--- src/rtl/mii_rx_deframer.sv ---
// Generic FIFO with the head visible combinationally (zero when empty); 1 clk write-to-head.
// Writes while full and reads while empty are ignored; the writer must check full_o first.
module mii_rx_fifo #(
    parameter int W  = 10,
    parameter int AW = 6
) (
    input  logic         clk,
    input  logic         rst_i,
    input  logic         wr_vld_i,
    input  logic [W-1:0] wr_dat_i,
    output logic         full_o,
    output logic         rd_vld_o,
    input  logic         rd_rdy_i,
    output logic [W-1:0] rd_dat_o
);
    logic [W-1:0] mem_q [0:(1<<AW)-1];
    logic [AW:0]  wr_ptr_q, rd_ptr_q;
    logic         empty, do_wr, do_rd;

    assign empty    = (wr_ptr_q == rd_ptr_q);
    assign full_o   = (wr_ptr_q[AW] != rd_ptr_q[AW]) && (wr_ptr_q[AW-1:0] == rd_ptr_q[AW-1:0]);
    assign do_wr    = wr_vld_i && !full_o;
    assign do_rd    = rd_rdy_i && !empty;
    assign rd_vld_o = !empty;
    assign rd_dat_o = empty ? '0 : mem_q[rd_ptr_q[AW-1:0]];

    always_ff @(posedge clk) begin
        if (do_wr) mem_q[wr_ptr_q[AW-1:0]] <= wr_dat_i;
    end

    always_ff @(posedge clk) begin
        if (rst_i) begin
            wr_ptr_q <= '0;
            rd_ptr_q <= '0;
        end else begin
            if (do_wr) wr_ptr_q <= wr_ptr_q + (AW+1)'(1);
            if (do_rd) rd_ptr_q <= rd_ptr_q + (AW+1)'(1);
        end
    end
endmodule

// MII RX deframer: syncs MII pins into clk, strips preamble/SFD, packs nibbles into sof/eof-tagged bytes.
// Pin-to-strobe 3 clk, bytes held one byte-time for eof tagging; no MII backpressure, overflow drops the frame.
module mii_rx_deframer #(
    parameter int FIFO_AW = 6,
    parameter int MIN_PRE = 4,
    parameter int MAX_LEN = 1522
) (
    input  logic        clk,
    input  logic        SW0,
    input  logic        mii_clk,
    input  logic        mii_en,
    input  logic [0:3]  mii_d,
    output logic [7:0]  out_data,
    output logic        out_sof,
    output logic        out_eof,
    output logic        out_valid,
    input  logic        out_ready,
    output logic [15:0] frame_count,
    output logic        err_pulse,
    output logic [1:0]  err_code
);
    localparam int PW = $clog2(MIN_PRE + 2);
    localparam int BW = $clog2(MAX_LEN + 1);

    typedef struct packed {
        logic       sof;
        logic       eof;
        logic [7:0] dat;
    } entry_t;

    typedef enum logic [1:0] {S_IDLE, S_PRE, S_DATA, S_DROP} state_t;

    logic [3:0]    nib_pin;
    logic [1:0]    clk_sync_q, en_sync_q;
    logic [3:0]    d_s1_q, d_s2_q, nib_q;
    logic          clk_prev_q, strobe_q, en_q;

    state_t        state_q;
    logic [PW-1:0] pre_cnt_q;
    logic [BW-1:0] byte_cnt_q;
    logic          phase_q, held_vld_q, held_sof_q;
    logic [3:0]    low_q;
    logic [7:0]    held_q;
    logic [15:0]   frame_cnt_q;
    logic          err_pulse_q;
    logic [1:0]    err_code_q;
    logic          wr_vld_q, fifo_full;
    entry_t        wr_dat_q, head;

    // Bit 0 of the byte arrives on mii_d[0], which is the MSB of the [0:3] port.
    assign nib_pin = {mii_d[3], mii_d[2], mii_d[1], mii_d[0]};

    always_ff @(posedge clk) begin
        if (SW0) begin
            clk_sync_q <= '0;
            en_sync_q  <= '0;
            d_s1_q     <= '0;
            d_s2_q     <= '0;
            clk_prev_q <= 1'b0;
            strobe_q   <= 1'b0;
            en_q       <= 1'b0;
            nib_q      <= '0;
        end else begin
            clk_sync_q <= {clk_sync_q[0], mii_clk};
            en_sync_q  <= {en_sync_q[0], mii_en};
            d_s1_q     <= nib_pin;
            d_s2_q     <= d_s1_q;
            clk_prev_q <= clk_sync_q[1];
            strobe_q   <= clk_sync_q[1] & ~clk_prev_q;
            en_q       <= en_sync_q[1];
            nib_q      <= d_s2_q;
        end
    end

    // Reset parks in DROP so a frame already on the wire at release is ignored.
    always_ff @(posedge clk) begin
        if (SW0) begin
            state_q     <= S_DROP;
            pre_cnt_q   <= '0;
            byte_cnt_q  <= '0;
            phase_q     <= 1'b0;
            held_vld_q  <= 1'b0;
            held_sof_q  <= 1'b0;
            low_q       <= '0;
            held_q      <= '0;
            frame_cnt_q <= '0;
            err_pulse_q <= 1'b0;
            err_code_q  <= '0;
            wr_vld_q    <= 1'b0;
            wr_dat_q    <= '0;
        end else begin
            wr_vld_q    <= 1'b0;
            err_pulse_q <= 1'b0;
            if (strobe_q) begin
                case (state_q)
                    S_IDLE: if (en_q) begin
                        if (nib_q == 4'h5) begin
                            state_q   <= S_PRE;
                            pre_cnt_q <= PW'(1);
                        end else begin
                            state_q     <= S_DROP;
                            err_pulse_q <= 1'b1;
                            err_code_q  <= 2'd1;
                        end
                    end
                    S_PRE: begin
                        if (!en_q) begin
                            state_q     <= S_IDLE;
                            err_pulse_q <= 1'b1;
                            err_code_q  <= 2'd1;
                        end else if (nib_q == 4'h5) begin
                            if (pre_cnt_q < PW'(MIN_PRE)) pre_cnt_q <= pre_cnt_q + PW'(1);
                        end else if (nib_q == 4'hD && pre_cnt_q >= PW'(MIN_PRE)) begin
                            state_q    <= S_DATA;
                            phase_q    <= 1'b0;
                            held_vld_q <= 1'b0;
                            byte_cnt_q <= '0;
                        end else begin
                            state_q     <= S_DROP;
                            err_pulse_q <= 1'b1;
                            err_code_q  <= 2'd1;
                        end
                    end
                    S_DATA: begin
                        if (!en_q) begin
                            state_q <= S_IDLE;
                            if (held_vld_q && fifo_full) begin
                                err_pulse_q <= 1'b1;
                                err_code_q  <= 2'd3;
                            end else begin
                                if (held_vld_q) begin
                                    wr_vld_q <= 1'b1;
                                    wr_dat_q <= {held_sof_q, 1'b1, held_q};
                                end
                                if (phase_q) begin
                                    err_pulse_q <= 1'b1;
                                    err_code_q  <= 2'd2;
                                end else begin
                                    frame_cnt_q <= frame_cnt_q + 16'd1;
                                end
                            end
                        end else if (!phase_q) begin
                            low_q   <= nib_q;
                            phase_q <= 1'b1;
                        end else begin
                            phase_q <= 1'b0;
                            if (byte_cnt_q == BW'(MAX_LEN) || (held_vld_q && fifo_full)) begin
                                state_q     <= S_DROP;
                                err_pulse_q <= 1'b1;
                                err_code_q  <= 2'd3;
                            end else begin
                                if (held_vld_q) begin
                                    wr_vld_q <= 1'b1;
                                    wr_dat_q <= {held_sof_q, 1'b0, held_q};
                                end
                                held_q     <= {nib_q, low_q};
                                held_sof_q <= (byte_cnt_q == '0);
                                held_vld_q <= 1'b1;
                                byte_cnt_q <= byte_cnt_q + BW'(1);
                            end
                        end
                    end
                    S_DROP: if (!en_q) state_q <= S_IDLE;
                endcase
            end
        end
    end

    mii_rx_fifo #(
        .W  ($bits(entry_t)),
        .AW (FIFO_AW)
    ) u_fifo (
        .clk      (clk),
        .rst_i    (SW0),
        .wr_vld_i (wr_vld_q),
        .wr_dat_i (wr_dat_q),
        .full_o   (fifo_full),
        .rd_vld_o (out_valid),
        .rd_rdy_i (out_ready),
        .rd_dat_o (head)
    );

    assign out_data    = head.dat;
    assign out_sof     = head.sof;
    assign out_eof     = head.eof;
    assign frame_count = frame_cnt_q;
    assign err_pulse   = err_pulse_q;
    assign err_code    = err_code_q;
endmodule

--- config.mk ---
export PLATFORM = sky130hd
export DESIGN_NAME = mii_rx_deframer
export DESIGN_NICKNAME = d
export VERILOG_FILES = /design/src/rtl/mii_rx_deframer.sv
export SDC_FILE = /design/constraint.sdc
export NUM_CORES = 1
export LEC_CHECK = 0
export BUFFER_PORTS_ARGS = -buffer_cell sky130_fd_sc_hd__buf_2
export CORE_ASPECT_RATIO = 0.75
export CORE_MARGIN = 10
export CORE_UTILIZATION = 25
export DETAILED_ROUTE_END_ITERATION = 16
export SLEW_MARGIN = 20
export SYNTH_ARGS = -nofsm -noshare
export SYNTH_HDL_FRONTEND = slang
export SYNTH_HIERARCHICAL = 1
export SYNTH_SLANG_ARGS = --single-unit
--- constraint.sdc ---
create_clock -name clk -period 3.7 [get_ports clk]
set_clock_uncertainty 0.2 [all_clocks]
set_input_delay 0.185 -clock clk [delete_from_list [all_inputs] [get_ports clk]]
set_output_delay 0.185 -clock clk [all_outputs]
set_load 0.1 [all_outputs]
==> flow_summary.yaml, run 1 <==
outcome:
  status: "finished, final reports clean"
worst_setup_path:
  reg2reg_depth: 5
  setup.reg_to_reg.worst_slack_ns: 0.27
  path_class: "reg -> out"
  startpoint_type: "register"
  critPathMaxFanout: 41
  worstPathArrival_ns: 3.27
  cp_data_required_time_ns: 3.31
  cp-end-kind: "output port"
min_path:
  hold_path.class: "reg -> reg"
  min_path_cells: 1
timing:
  grt_setup_unrepaired: "false"
  worstMarginPinSlew_ns: 1.05
  period_share: 0.989
  max_freq_mhz: 273
  setup_viol: 0
  slew_violations: 0
  final_hold_viol_count: 0
  worst_slack_ns: 0.0410
  finalCriticalPeriod_ns: 3.66
  relSlewSlack: 0.298
  final.setup.tns_ns: 0
floorplan:
  dieWidth_um: 414
  die_y_um: 315
  dieArea_um2: 131000
  fp-row-count: 108
  core_area_um2: 116000
  io_pins: 39
  start_util: 0.252
yosys:
  synth_common_cells: "edfxtp_1, mux4_2, dfxtp_1"
  yosysMostFrequentCell: "edfxtp_1"
  synth_seq_cells: 740
  synthFlopType: "edfxtp_1"
  async_flop_share: 0
  synth_warnings: 6
  seq_area_frac_synth: 0.730
  syn_avg_cell_area_um2: 18.2
  synth.distinct_cells: 64
  yosysTopAreaCellShare: 0.661
  synth.cell_area_um2: 29100
  syn_nets: 1611
  syn_inst: 1595
  synth_top_cell_by_area: "edfxtp_1"
  ys_top_cells_by_area: "edfxtp_1, mux4_2, dfxtp_1, o22ai_1, nor2_1"
  synth_edf_count: 640
cells_and_area:
  n_fill_cell: 11200
  syn_to_final_growth_pct: 17.5
  layout.nets: 1750
  multi_input_area_um2: 7290
  finalInstanceArea_um2: 34200
  drive_gt1_frac: 0.252
  fin_util: 0.296
  ff_latch_area_um2: 21300
power:
  clockPowerShare: 0.432
  power_frac_comb: 0.004
  power_leakage_nw: 10.5
  p_int_mw: 12.8
  pwr_density_cell_nw_per_um2: 463
  p_total_mw: 15.8
  power.switching_mw: 3.05
  swShare: 0.192
  ir_drop_uv: 343
  seqPwrFrac: 0.564
cts:
  clock_sinks: 740
  cts_made_buffers: 66
  path_clk_slew_ns: 0.07
  insertion_delay_ns: 0.60
  htreeDepth: 3
  clockRootBuffer: "clkbuf_16"
  cts_tree: "yes"
  clockBufferDepth: 3
detailed_routing:
  maxUsedRoutingLayer: "met4"
  routedWlPerCell_um: 22.2
  wl_mm: 73.7
  viasPerCell: 4.85
  met2WireLength_mm: 31.2
  drtIter0Drc: 2335
  wl_met1_mm: 32.7
  vias: 16100
  route.detailed.drc: 0
  wl_met3_mm: 8.09
  ant_nets: 0
  first_pass_iters: 7
job:
  cap_violations: 0
placement:
  port_buffers: 38
  routabilityCongestion: 0.903
  dp_hpwl_mm: 47.6
  dp_worst_setup_slack_ns: 0.386
  place_area_um2: 31700
grt:
  antenna_found_initial: 2
  grt-ovfl-total: 0
  grt_start_max_net_pins: 70
  grt_pass1_vias: 15600
  grt_pass1_wl_mm: 108
  grtUsageTotal: 0.109
cell families (layout without fill, tap and decap cells):
family                     after synthesis  count (layout)  share of synthesized area
muxes                                  173             173                      0.131
DFF                                    740             740                      0.730
other                                    0               1                          0
adders and majority gates                7               7                    0.00301
and+or+nand+nor                        317             317                     0.0597
AOI/OAI and AO/OA                      228             228                     0.0502
xor gates and xnor gates                20              20                    0.00602
buffers and inverters                  110             300                     0.0206
final timing paths:
| path | from | end |
|---|---|---|
| worst max register to register | u_fifo/wr_ptr_q[5] | u_fifo/mem_q[3][7] |
| worst min-delay path | clk_prev_q | strobe_q |
| worst max-delay path | register | out_sof |
| worst min register to register | clk_prev_q | strobe_q |
stage by stage:
step / hold WS, ns / instances
CTS: 0.196 / 3325
global placement: 0.177 / 3184
finish: 0.188 / 3326
floorplan: 0.113 / 1595
detailed placement: 0.187 / 3184
global route: 0.213 / 3325
state kept, by name, summed over array words and instances, names as in the netlist, 7 cells and up, named ones only:
name,flops
frame_count,16
u_fifo/wr_ptr_q,7
wr_dat_q,10
u_fifo/mem_q,640
u_fifo/rd_ptr_q,7
byte_cnt_q,11
held_q,8
area by class of cell:
cell class,count,share of cell area
Sequential cell,740,0.622
Clock buffer,82,0.0519
Antenna cell,1,0.0000732
Timing Repair Buffer,169,0.0455
Multi-Input combinational cell,745,0.213
Inverter,12,0.00132
Clock inverter,37,0.00984
Tap cell,1540,0.0564
cell usage in the layout (no fill, tap or decap), drive strengths merged, types with 31 or more instances in the layout:
cell type	count
dfxtp	100
nand2	31
o22ai	65
clkbuf	82
o21ai	38
nor2	97
buf	154
nand3	33
nor2b	31
mux4	166
a21oi	54
edfxtp	640
power groups by stage:
stage | Sequential [mW] | Combinational, mW | Clock, mW
after global routing | 8.93 | 0.0694 | 7.31
final | 8.94 | 0.0626 | 6.84
after detailed placement | 9.12 | 0.0507 | 0
after CTS | 8.94 | 0.0627 | 6.98
after global placement | 9.12 | 0.0487 | 0
after floorplan | 9.12 | 0.0398 | 0
worst max-delay path, cell delays in order (launching register included):
cell      delay, ns
dfxtp_4        0.46
buf_16         0.30
nand3b_1       0.21
buf_12         0.14
o22ai_1        0.20
or4_1          0.66
o22ai_1        0.40
buf_12         0.23
layer usage:
layer / global-route usage / up-vias
li1: - / 6805
met1: 0.165 / 8357
met2: 0.153 / 852
met3: 0.0308 / 117
met4: 0.0270 / 0
met5: 0 / -
repair_timing:
| item | CTS | global route |
|---|---|---|
| gates cloned | 1 | 0 |
| hold buffers | 14 | 0 |
| endpoints found under the setup margin | 10 | 10 |
| hold endpoints to repair | 43 | 0 |
| setup buffers | 7 | 0 |
| gates resized for setup | 4 | 4 |
No activity file was read; power rests on OpenSTA's default activity.
==> inputs of run 2 (changes only) <==
Settings changed: CORE_UTILIZATION 25 to 56, PLACE_DENSITY set to 0.72.
==> flow_summary.yaml, run 2 (synthesis gave the netlist of run 1 again) <==
floorplan:
  dieArea_um2: 61600
  fp-row-count: 72
  die_y_um: 217
  dieWidth_um: 283
  start_util: 0.565
  io_pins: 39
  core_area_um2: 51400
placement:
  routabilityCongestion: 0.871
  dp_hpwl_mm: 42.5
  place_inst: 2347
  port_buffers: 38
detailed_routing:
  ant_nets: 0
  first_pass_iters: 5
  viasPerCell: 6.43
  routedWlPerCell_um: 27.4
  vias: 16000
  wl_mm: 68.2
  drtIter0Drc: 2226
  route.detailed.drc: 0
worst_setup_path:
  critPathMaxFanout: 41
  crit_chain: "buf_12 -> nand3b_1 -> o22ai_1 -> or4_1 -> o22ai_1 -> buf_12"
  path_buf_inv: 2
  cp-end-kind: "output port"
  slowest_stage: "or4_1"
  path_delay_family: "simple AND/OR/NAND/NOR gates"
  path_class: "reg -> out"
  startpoint_type: "register"
  cp_slowest_stage_delay_ns: 0.63
  worstPathArrival_ns: 3.23
  cp_data_required_time_ns: 3.31
cts:
  cts_made_buffers: 69
  htreeDepth: 3
  clockRootBuffer: "clkbuf_16"
  clockBufferDepth: 3
  clock_sinks: 740
  path_clk_slew_ns: 0.06
  cts_tree: "yes"
  insertion_delay_ns: 0.60
grt:
  antenna_found_initial: 3
  grt_start_max_net_pins: 101
  grtUsageTotal: 0.220
  grt_pass1_wl_mm: 102
  met3_usage: 0.0614
  grt-ovfl-total: 0
  met2_usage: 0.322
  grt_pass1_vias: 15700
  grtUsageMet1: 0.325
  busiest_layer: "met1"
outcome:
  status: "finished, final reports clean"
power:
  ir_drop_uv: 280
  pwr_density_cell_nw_per_um2: 475
  p_total_mw: 15.7
  power_leakage_nw: 10.4
timing:
  whs_ns: 0.0311
  finalCriticalPeriod_ns: 3.62
  worstMarginPinSlew_ns: 1.11
  relSlewSlack: 0.261
  period_share: 0.977
  final.setup.tns_ns: 0
  setup_viol: 0
  slew_violations: 0
  max_freq_mhz: 277
  final_hold_viol_count: 0
  grt_setup_unrepaired: "false"
cells_and_area:
  drive_gt1_frac: 0.251
  largest_reg_flops: 640
  diodes: 0
  n_fill_cell: 3462
  fin_cells: 2487
  final_common_cell: "edfxtp_1"
  multi_input_area_um2: 7280
  ff_latch_area_um2: 21300
  final_cell_mix: "edfxtp_1, mux4_2, buf_4"
  syn_to_final_growth_pct: 13.5
  layout.nets: 1745
min_path:
  hold_path.class: "in -> reg"
job:
  cap_violations: 0
==> run 2: what timing repair did <==
| action | 4_1_cts | 5_1_grt |
|---|---|---|
| hold endpoints to repair | 19 | 0 |
| endpoints found under the setup margin | 7 | 9 |
| cloned | 0 | 1 |
| gates resized for setup | 1 | 3 |
| hold buffers | 7 | 0 |
| setup buffers | 2 | 4 |
==> run 2: path summary, 6_finish.rpt <==
path | start | end | slack (ns) | cells past startpoint
max | register | out_data[4] | 0.08 | 6
min | SW0 | held_vld_q | 0.03 | 2
max reg2reg | u_fifo/wr_ptr_q[4] | held_vld_q | 0.35 | 9
min reg2reg | clk_prev_q | strobe_q | 0.20 | 1
==> run 2: area by class of cell <==
class | count | area share
Timing Repair Buffer | 161 | 0.0443
Multi-Input combinational cell | 745 | 0.220
Tap cell | 703 | 0.0266
Clock inverter | 31 | 0.00527
Sequential cell | 740 | 0.644
Inverter | 12 | 0.00136
Clock buffer | 95 | 0.0584
==> run 2: per-layer routing <==
layer | wire [um] | up-vias
li1 | - | 6805
met1 | 28000 | 8178
met2 | 30600 | 901
met3 | 8460 | 95
met4 | 1160 | 2
met5 | 13 | -
==> run 2: power breakdown <==
part	total [mW]	internal [mW]	switching [mW]	leakage, nW
Sequential	8.94	8.93	0.0117	6.75
Clock	6.68	3.68	3.01	1.03
Combinational	0.0540	0.0207	0.0333	2.66
Total	15.7	12.6	3.05	10.4
==> run 2: per-stage QoR <==
step           instance area, um^2  worst slack, ns  utilization
6_report                     33000           0.0847        0.642
5_1_grt                      33000          0.00749        0.642
4_1_cts                      32900           0.0440        0.640
3_5_place_dp                 30700            0.399        0.597
3_3_place_gp                 30700            0.413        0.596
2_1_floorplan                29100           -0.214            -
==> run 2: worst reg2reg max path, stage by stage (launching register included) <==
cell and delay [ns]:
dfxtp_1 0.34, buf_4 0.18, xor2_1 0.19, or4_1 0.47, nor4_1 0.44, buf_4 0.23, nand2_1 0.24, and4_1 0.56
a22oi_1 0.28, nor2_1 0.05
